**src/rtl/riscv_pkg.sv**
```systemverilog
// rtl/riscv_pkg.sv - shared RV32I pipeline types and constants
package riscv_pkg;

  localparam int unsigned XLEN = 32;

  // addi x0,x0,0: the canonical pipeline bubble
  localparam logic [XLEN-1:0] NOP_INSTR_DEF = 32'h0000_0013;
  localparam logic [XLEN-1:0] RESET_PC_DEF  = 32'h0000_0000;

  typedef struct packed {
    logic [XLEN-1:0] instr;
    logic [XLEN-1:0] pc;
    logic [XLEN-1:0] pc_plus4;
    logic            valid;
  } if_id_t;

endpackage

```
**src/rtl/pc_register.sv**
```systemverilog
// rtl/pc_register.sv - program counter flop with enable and async active-low reset
module pc_register
  import riscv_pkg::*;
#(
  parameter logic [XLEN-1:0] RESET_PC = RESET_PC_DEF
) (
  input  logic            clk_i,
  input  logic            rst_ni,
  input  logic            en_i,
  input  logic [XLEN-1:0] pc_next_i,
  output logic [XLEN-1:0] pc_o
);

  logic [XLEN-1:0] pc_q;
  logic [XLEN-1:0] pc_d;

  always_comb begin
    pc_d = pc_q;
    if (en_i) begin
      pc_d = pc_next_i;
    end
  end

  always_ff @(posedge clk_i or negedge rst_ni) begin
    if (!rst_ni) begin
      pc_q <= RESET_PC;
    end else begin
      pc_q <= pc_d;
    end
  end

  assign pc_o = pc_q;

endmodule

```
**src/rtl/fetch_cycle.sv**
```systemverilog
// rtl/fetch_cycle.sv - instruction fetch stage: PC, imem address and IF/ID register
module fetch_cycle
  import riscv_pkg::*;
#(
  parameter logic [XLEN-1:0] RESET_PC  = RESET_PC_DEF,
  parameter logic [XLEN-1:0] NOP_INSTR = NOP_INSTR_DEF
) (
  input  logic            clk,
  input  logic            rst,
  input  logic            PCSrcE,
  input  logic [XLEN-1:0] PCTargetE,
  input  logic            StallF,
  input  logic            StallD,
  input  logic            FlushD,
  output logic [XLEN-1:0] IMemAddr,
  input  logic [XLEN-1:0] IMemRD,
  output logic [XLEN-1:0] InstrD,
  output logic [XLEN-1:0] PCD,
  output logic [XLEN-1:0] PCPlus4D,
  output logic            ValidD
);

  logic [XLEN-1:0] pcf;
  logic [XLEN-1:0] pc_plus4f;
  logic [XLEN-1:0] pc_next;
  logic            pc_en;
  logic            unused_target_lsbs;

  if_id_t if_id_q;
  if_id_t if_id_d;

  assign pc_plus4f          = pcf + 32'd4;
  assign pc_next            = PCSrcE ? {PCTargetE[XLEN-1:2], 2'b00} : pc_plus4f;
  // a redirect must land even while fetch is stalled
  assign pc_en              = !StallF || PCSrcE;
  assign unused_target_lsbs = ^PCTargetE[1:0];

  pc_register #(
    .RESET_PC (RESET_PC)
  ) u_pc_register (
    .clk_i     (clk),
    .rst_ni    (rst),
    .en_i      (pc_en),
    .pc_next_i (pc_next),
    .pc_o      (pcf)
  );

  assign IMemAddr = pcf;

  // the wrong-path word is squashed on redirect even without FlushD
  always_comb begin
    if_id_d = if_id_q;
    if (FlushD || PCSrcE) begin
      if_id_d.instr    = NOP_INSTR;
      if_id_d.pc       = '0;
      if_id_d.pc_plus4 = '0;
      if_id_d.valid    = 1'b0;
    end else if (!StallD) begin
      if_id_d.instr    = IMemRD;
      if_id_d.pc       = pcf;
      if_id_d.pc_plus4 = pc_plus4f;
      if_id_d.valid    = 1'b1;
    end
  end

  always_ff @(posedge clk or negedge rst) begin
    if (!rst) begin
      if_id_q.instr    <= NOP_INSTR;
      if_id_q.pc       <= '0;
      if_id_q.pc_plus4 <= '0;
      if_id_q.valid    <= 1'b0;
    end else begin
      if_id_q <= if_id_d;
    end
  end

  assign InstrD   = if_id_q.instr;
  assign PCD      = if_id_q.pc;
  assign PCPlus4D = if_id_q.pc_plus4;
  assign ValidD   = if_id_q.valid;

endmodule

```
**config.mk**
```make
export PLATFORM = sky130hd
export DESIGN_NAME = fetch_cycle
export DESIGN_NICKNAME = d
export VERILOG_FILES = /design/src/rtl/riscv_pkg.sv /design/src/rtl/pc_register.sv /design/src/rtl/fetch_cycle.sv
export SDC_FILE = /design/constraint.sdc
export NUM_CORES = 1
export LEC_CHECK = 0
export ABC_AREA = 1
export BUFFER_PORTS_ARGS = -buffer_cell sky130_fd_sc_hd__buf_2
export CORE_MARGIN = 10
export CORE_UTILIZATION = 45
export DETAILED_ROUTE_END_ITERATION = 16
export PLACE_DENSITY_LB_ADDON = 0.3
export REMOVE_ABC_BUFFERS = 1
export SLEW_MARGIN = 30
export SYNTH_ARGS = -nofsm -noshare
export SYNTH_HDL_FRONTEND = slang
export SYNTH_SLANG_ARGS = --single-unit
```
**constraint.sdc**
```tcl
create_clock -name clk -period 1.54 [get_ports clk]
set_input_delay 0.308 -clock clk [delete_from_list [all_inputs] [get_ports clk]]
set_output_delay 0.308 -clock clk [all_outputs]
set_load 0.005 [all_outputs]
```
Word-level counts from Yosys, hierarchy flattened
Cells that the tools add are included.
{"block": "totals", "regBits": 129, "output_inout_bits": 129}
{"block": "op_classes", "add_sub_neg": 1, "n_eq_ne": 1, "mux": 3, "reduce_logical": 3}
{"operator": "97-bit two-way mux", "count": 2}
{"operator": "32-bit by 3-bit adder with 32-bit output (second input constant)", "count": 1}
{"operator": "32-bit two-way mux", "count": 1}
{"operator": "1-bit logical OR", "count": 2}
{"operator": "2-bit by 1-bit != test with 1-bit output (second input constant)", "count": 1}
{"operator": "1-bit logical NOT", "count": 1}

Depth between registers and ports, before layout
{"block": "logic_depth", "ltp_word": 3, "mapped_depth": 10, "depth_no_buf": 10}

Cells and area by module
A second synthesis with hierarchy kept.
{"block": "hier_totals", "hier_cells": 707, "area_unflattened_um2": 5959.5}
{"module": "fetch_cycle", "instances": 1, "cells_each": 571, "area_per_inst_um2": 4667.0, "seq_area_each_um2": 2381.0}
{"module": "pc_register", "instances": 1, "cells_each": 136, "area_per_inst_um2": 1292.5, "seq_area_each_um2": 800.8}

Least setup slack after synthesis
OpenSTA, ideal clock, no wires.
{"block": "synth_timing", "kind": "flip-flop to flip-flop", "from": "reg u_pc_register.pc_q[3] (netlist: u_pc_register.pc_o[3])", "to": "reg if_id_q (netlist bit PCPlus4D[28])", "setup_time_ns": 0.117, "t_arrival_ns": 1.295, "setup_slack_ns": 0.129, "path_stages_with_launch": 11, "path_buffers": 0, "synth_period_minus_slack_ns": 1.411, "path_cell_list": "dfrtp_1 ha_1 nand2_2 nor2_4 nand2_4 nor2_8 nand2_1 nand2_1 nand2_1 nand2_1 nand2_1"}
{"block": "synth_via", "elab_chain_len": 3}
{"item": "start, declared", "line": "pc_register.sv:14", "source": "logic [XLEN-1:0] pc_q;"}
{"item": "start signal, assigned", "line": "pc_register.sv:28", "source": "pc_q <= pc_d;"}
{"item": "32-bit by 3-bit adder with 32-bit output", "line": "fetch_cycle.sv:32", "source": "assign pc_plus4f = pcf + 32'd4;"}
{"item": "97-bit two-way mux", "line": "fetch_cycle.sv:58", "source": "end else if (!StallD) begin"}
{"item": "97-bit two-way mux", "line": "fetch_cycle.sv:53", "source": "if (FlushD || PCSrcE) begin"}
{"item": "end signal, assigned", "line": "fetch_cycle.sv:73", "source": "if_id_q <= if_id_d;"}
{"item": "end, declared", "line": "fetch_cycle.sv:29", "source": "if_id_t if_id_q;"}
No other way between the ends. The select of a mux whose other input is x is not followed.
A chain may end at the register's enable or synchronous reset.

Worst setup path in the final report
{"block": "layout_timing", "from": "reg u_pc_register.pc_q[2] (netlist: u_pc_register.pc_o[2])", "to": "reg if_id_q (netlist bit PCPlus4D[30])"}
The elaborated chain is that of the path after synthesis.

==> out/metrics.csv <==
metric,value,unit
Met3 Routed Length,1510,um
die height,132,um
Final Hold Vio Count,0,
sequential cell area,3090,sq um
mux cell area share after synthesis,0,%
top layer in use,met4,
Hold Crit Class,in -> reg,
violated checks,setup timing,
Max Freq,646,MHz
post-route antenna net violation count,0,
final setup vio count,2,
Starting Density,46.6,%
Final nets,952,
Routed WL,17500,um
status,finished with violations,
core area,12200,sq um
worst reg2reg startpoint,u_pc_register.pc_o[2],
crit share post-route,100,%
hold slack,0.104,ns
Post-Synth XOR/XNOR Area,2.12,%
top cell type by total area after synthesis,dfrtp_1,
via/cell ratio,4.86,
syn_area_per_cell,8.53,sq um
ys flop type,dfrtp_1,
total die area,17500,sq um
first-pass GRT wire length,28400,um
flip-flop and latch count after synthesis,123,
Root Buffer,clkbuf_16,
"worst slack, placed",-0.106,ns
Synth Area in Adders,0.221,%
Post-DP HPWL,13000,um
Max VDD drop,0.515,mV
post-synth top area share,52.9,%
Final min period,1.55,ns
multi-input logic area,2290,sq um
Worst Max-Slew Pin Slew,0.735,ns
WL per Instance,16.4,um
max_cap viols,0,
Pre-Repair DR Iteration Count,4,
gpl congestion,0.816,
CP startpoint,u_pc_register.pc_o[2],
gr usage total,19.9,%
post-synthesis cell count,665,
endpoint type of the worst setup path,flip-flop,
IO Count,199,
Syn. warnings,0,
P_leak,0.00430,uW
share of flip-flops with an asynchronous set or reset,100,%
CTS Buf Count,17,
Synth Area in Compound Gates,11.7,%
Slew Limit Fails,0,
clock latency at the later pin of the worst-skew pair,0.42,ns
Worst-path clk slew,0.06,ns
CP Class,reg -> reg,
via count,5170,
Area Overhead vs Synth,37.3,%
clock skew,0.0121,ns
fillers,1071,
largest net degree at the start of global routing,59,
maximum clock path buffer count,2,
Rows,40,
number of global-route vias before repair,5411,
chip width,132,um
CTS tree,built,
Max-slew headroom,50.9,%
Starting DRT DRC Count,247,
RSZ-0062 raised after global routing,yes,
PnR worst setup slack,-0.00759,ns
main combinational cell family by area after synthesis,simple AND/OR/NAND/NOR gates,
gr ovfl total,0,
Yosys cell types,28,
met1 WL,7950,um
layout cells sized above 1,34.1,%
initial antenna violation count,1,
# DRC,0,
Synth Area in Simple Gates,24.2,%
highest net fanout along the worst path,4,
HP Start,PCTargetE[3],
Required @ worst endpoint,1.84,ns
leading post-synthesis cells by cell area,"dfrtp_1 (53%), nand2_1 (16%), o21ai_0 (5.2%)",
wire length on met2,7780,um
Clock Sinks,123,
Power Dens Cells,1160,nW/um^2
Worst EP arrival,1.85,ns
startpoint types,flip-flop,
IO buf count,190,
CTS H-tree lvls,4,
register area share after synthesis,54.3,%
"EDFF count, synth",0,
Post-Syn Area,5670,sq um
==> worst paths after layout <==
check / endpoint / slack (ns) / cells after the start
worst max register to register: PCPlus4D[30] / -0.008 / 10
worst min-delay path: u_pc_register.pc_o[3] / 0.10 / 3
min in group asynchronous: u_pc_register.pc_o[16] / 0.40 / 2
max in group asynchronous: InstrD[1] / 0.56 / 3
worst min register to register: PCPlus4D[19] / 0.47 / 2
worst max-delay path: PCPlus4D[30] / -0.008 / 10
==> report_power, final <==
group / leakage [uW] / total (uW) / internal (uW) / switching, uW
logic: 0.00234 / 1040 / 427 / 610
registers: 0.00163 / 3560 / 3410 / 153
clock network: 0.000330 / 4430 / 3050 / 1370
==> synth_stat cells, types with 4 or more instances <==
cell      number
o21ai_0       59
dfrtp_1      120
inv_1         63
nor2_1        32
nor2_2         5
clkbuf_1       7
o221ai_1       4
nor2_4         6
buf_2         18
xor2_1         9
a22o_1        29
nand2_1      248
o211ai_1       4
buf_4          7
nand3_1       27
==> registers in the layout, indices dropped and copies added, names as in the netlist <==
signal and count:
ValidD 1, u_pc_register.pc_o 30, PCPlus4D 30, InstrD 32
PCD 30
==> metrics by stage <==
stage | util [%] | total power (uW) | TNS, ns | instances | area (sq um)
after detailed placement | 57.4 | 4620 | -0.432 | 1026 | 6980
after CTS | 63.0 | 9070 | 0 | 1060 | 7660
final | 64.0 | 9020 | -0.0114 | 1063 | 7780
after global routing | 64.0 | 9390 | -1.89 | 1062 | 7780
after global placement | 57.4 | 4610 | 0 | 1026 | 6980
after floorplan | - | 4010 | -19.61 | 638 | 5520
==> logic make-up (layout without fill, tap and decap cells) <==
logic type | Yosys count | count (layout)
other | 1 | 7
adders and majority gates | 1 | 1
AOI/OAI and AO/OA | 103 | 103
and+or+nand+nor | 327 | 327
buffers and inverters | 98 | 322
xor gates and xnor gates | 12 | 12
DFF | 123 | 123
==> layout by cell type (no fill, tap or decap), types with 4 or more instances in the layout <==
master	synthesis	routed
nand2_1	248	241
nand3_1	27	22
buf_4	7	29
xor2_1	9	7
o21ai_0	59	59
nand2_2	3	9
inv_1	63	63
a22o_1	29	29
clkbuf_8	0	8
xor2_2	2	4
dfrtp_2	0	5
nor2_2	5	8
nor2_4	6	10
nor2_1	32	25
buf_12	0	5
nand3_2	0	5
o221ai_1	4	4
dfrtp_1	120	115
clkbuf_16	0	17
bufinv_16	0	4
o211ai_1	4	4
conb_1	1	6
buf_2	18	189
==> critical path, stage by stage, from the launching register on <==
cell,delay (ns)
dfrtp_1,0.40
ha_2,0.21
nand2_2,0.08
nor2_4,0.13
nand2_4,0.13
nor2_4,0.16
nand2_1,0.08
nand2_1,0.08
nand2_2,0.06
nand2_1,0.05
nand2_1,0.05
==> final cells by class <==
class	instances	share of cell area, %
flip-flops and latches	123	39.7
multi-input cells	449	29.5
repair buffers	224	16.4
clock buffers	27	6.98
inverters	66	3.18
well taps	168	2.70
clock inverters	5	1.61
diodes	1	0.0321
==> metal layers <==
layer,GRT usage [%],vias up
li1,-,2540
met1,25.3,2430
met2,30.4,183
met3,8.04,17
met4,6.11,0
met5,0,-
==> what timing repair did <==
action / in CTS / in global routing
endpoints found under the setup margin: 7 / 35
endpoints found under the hold margin: 26 / 0
hold buffers: 1 / 0
buffers inserted: 1 / 2
resized for setup: 1 / 30
cloned: 0 / 0
pin swaps: 2 / 7
Note: power is estimated with default switching activity, not from simulation.
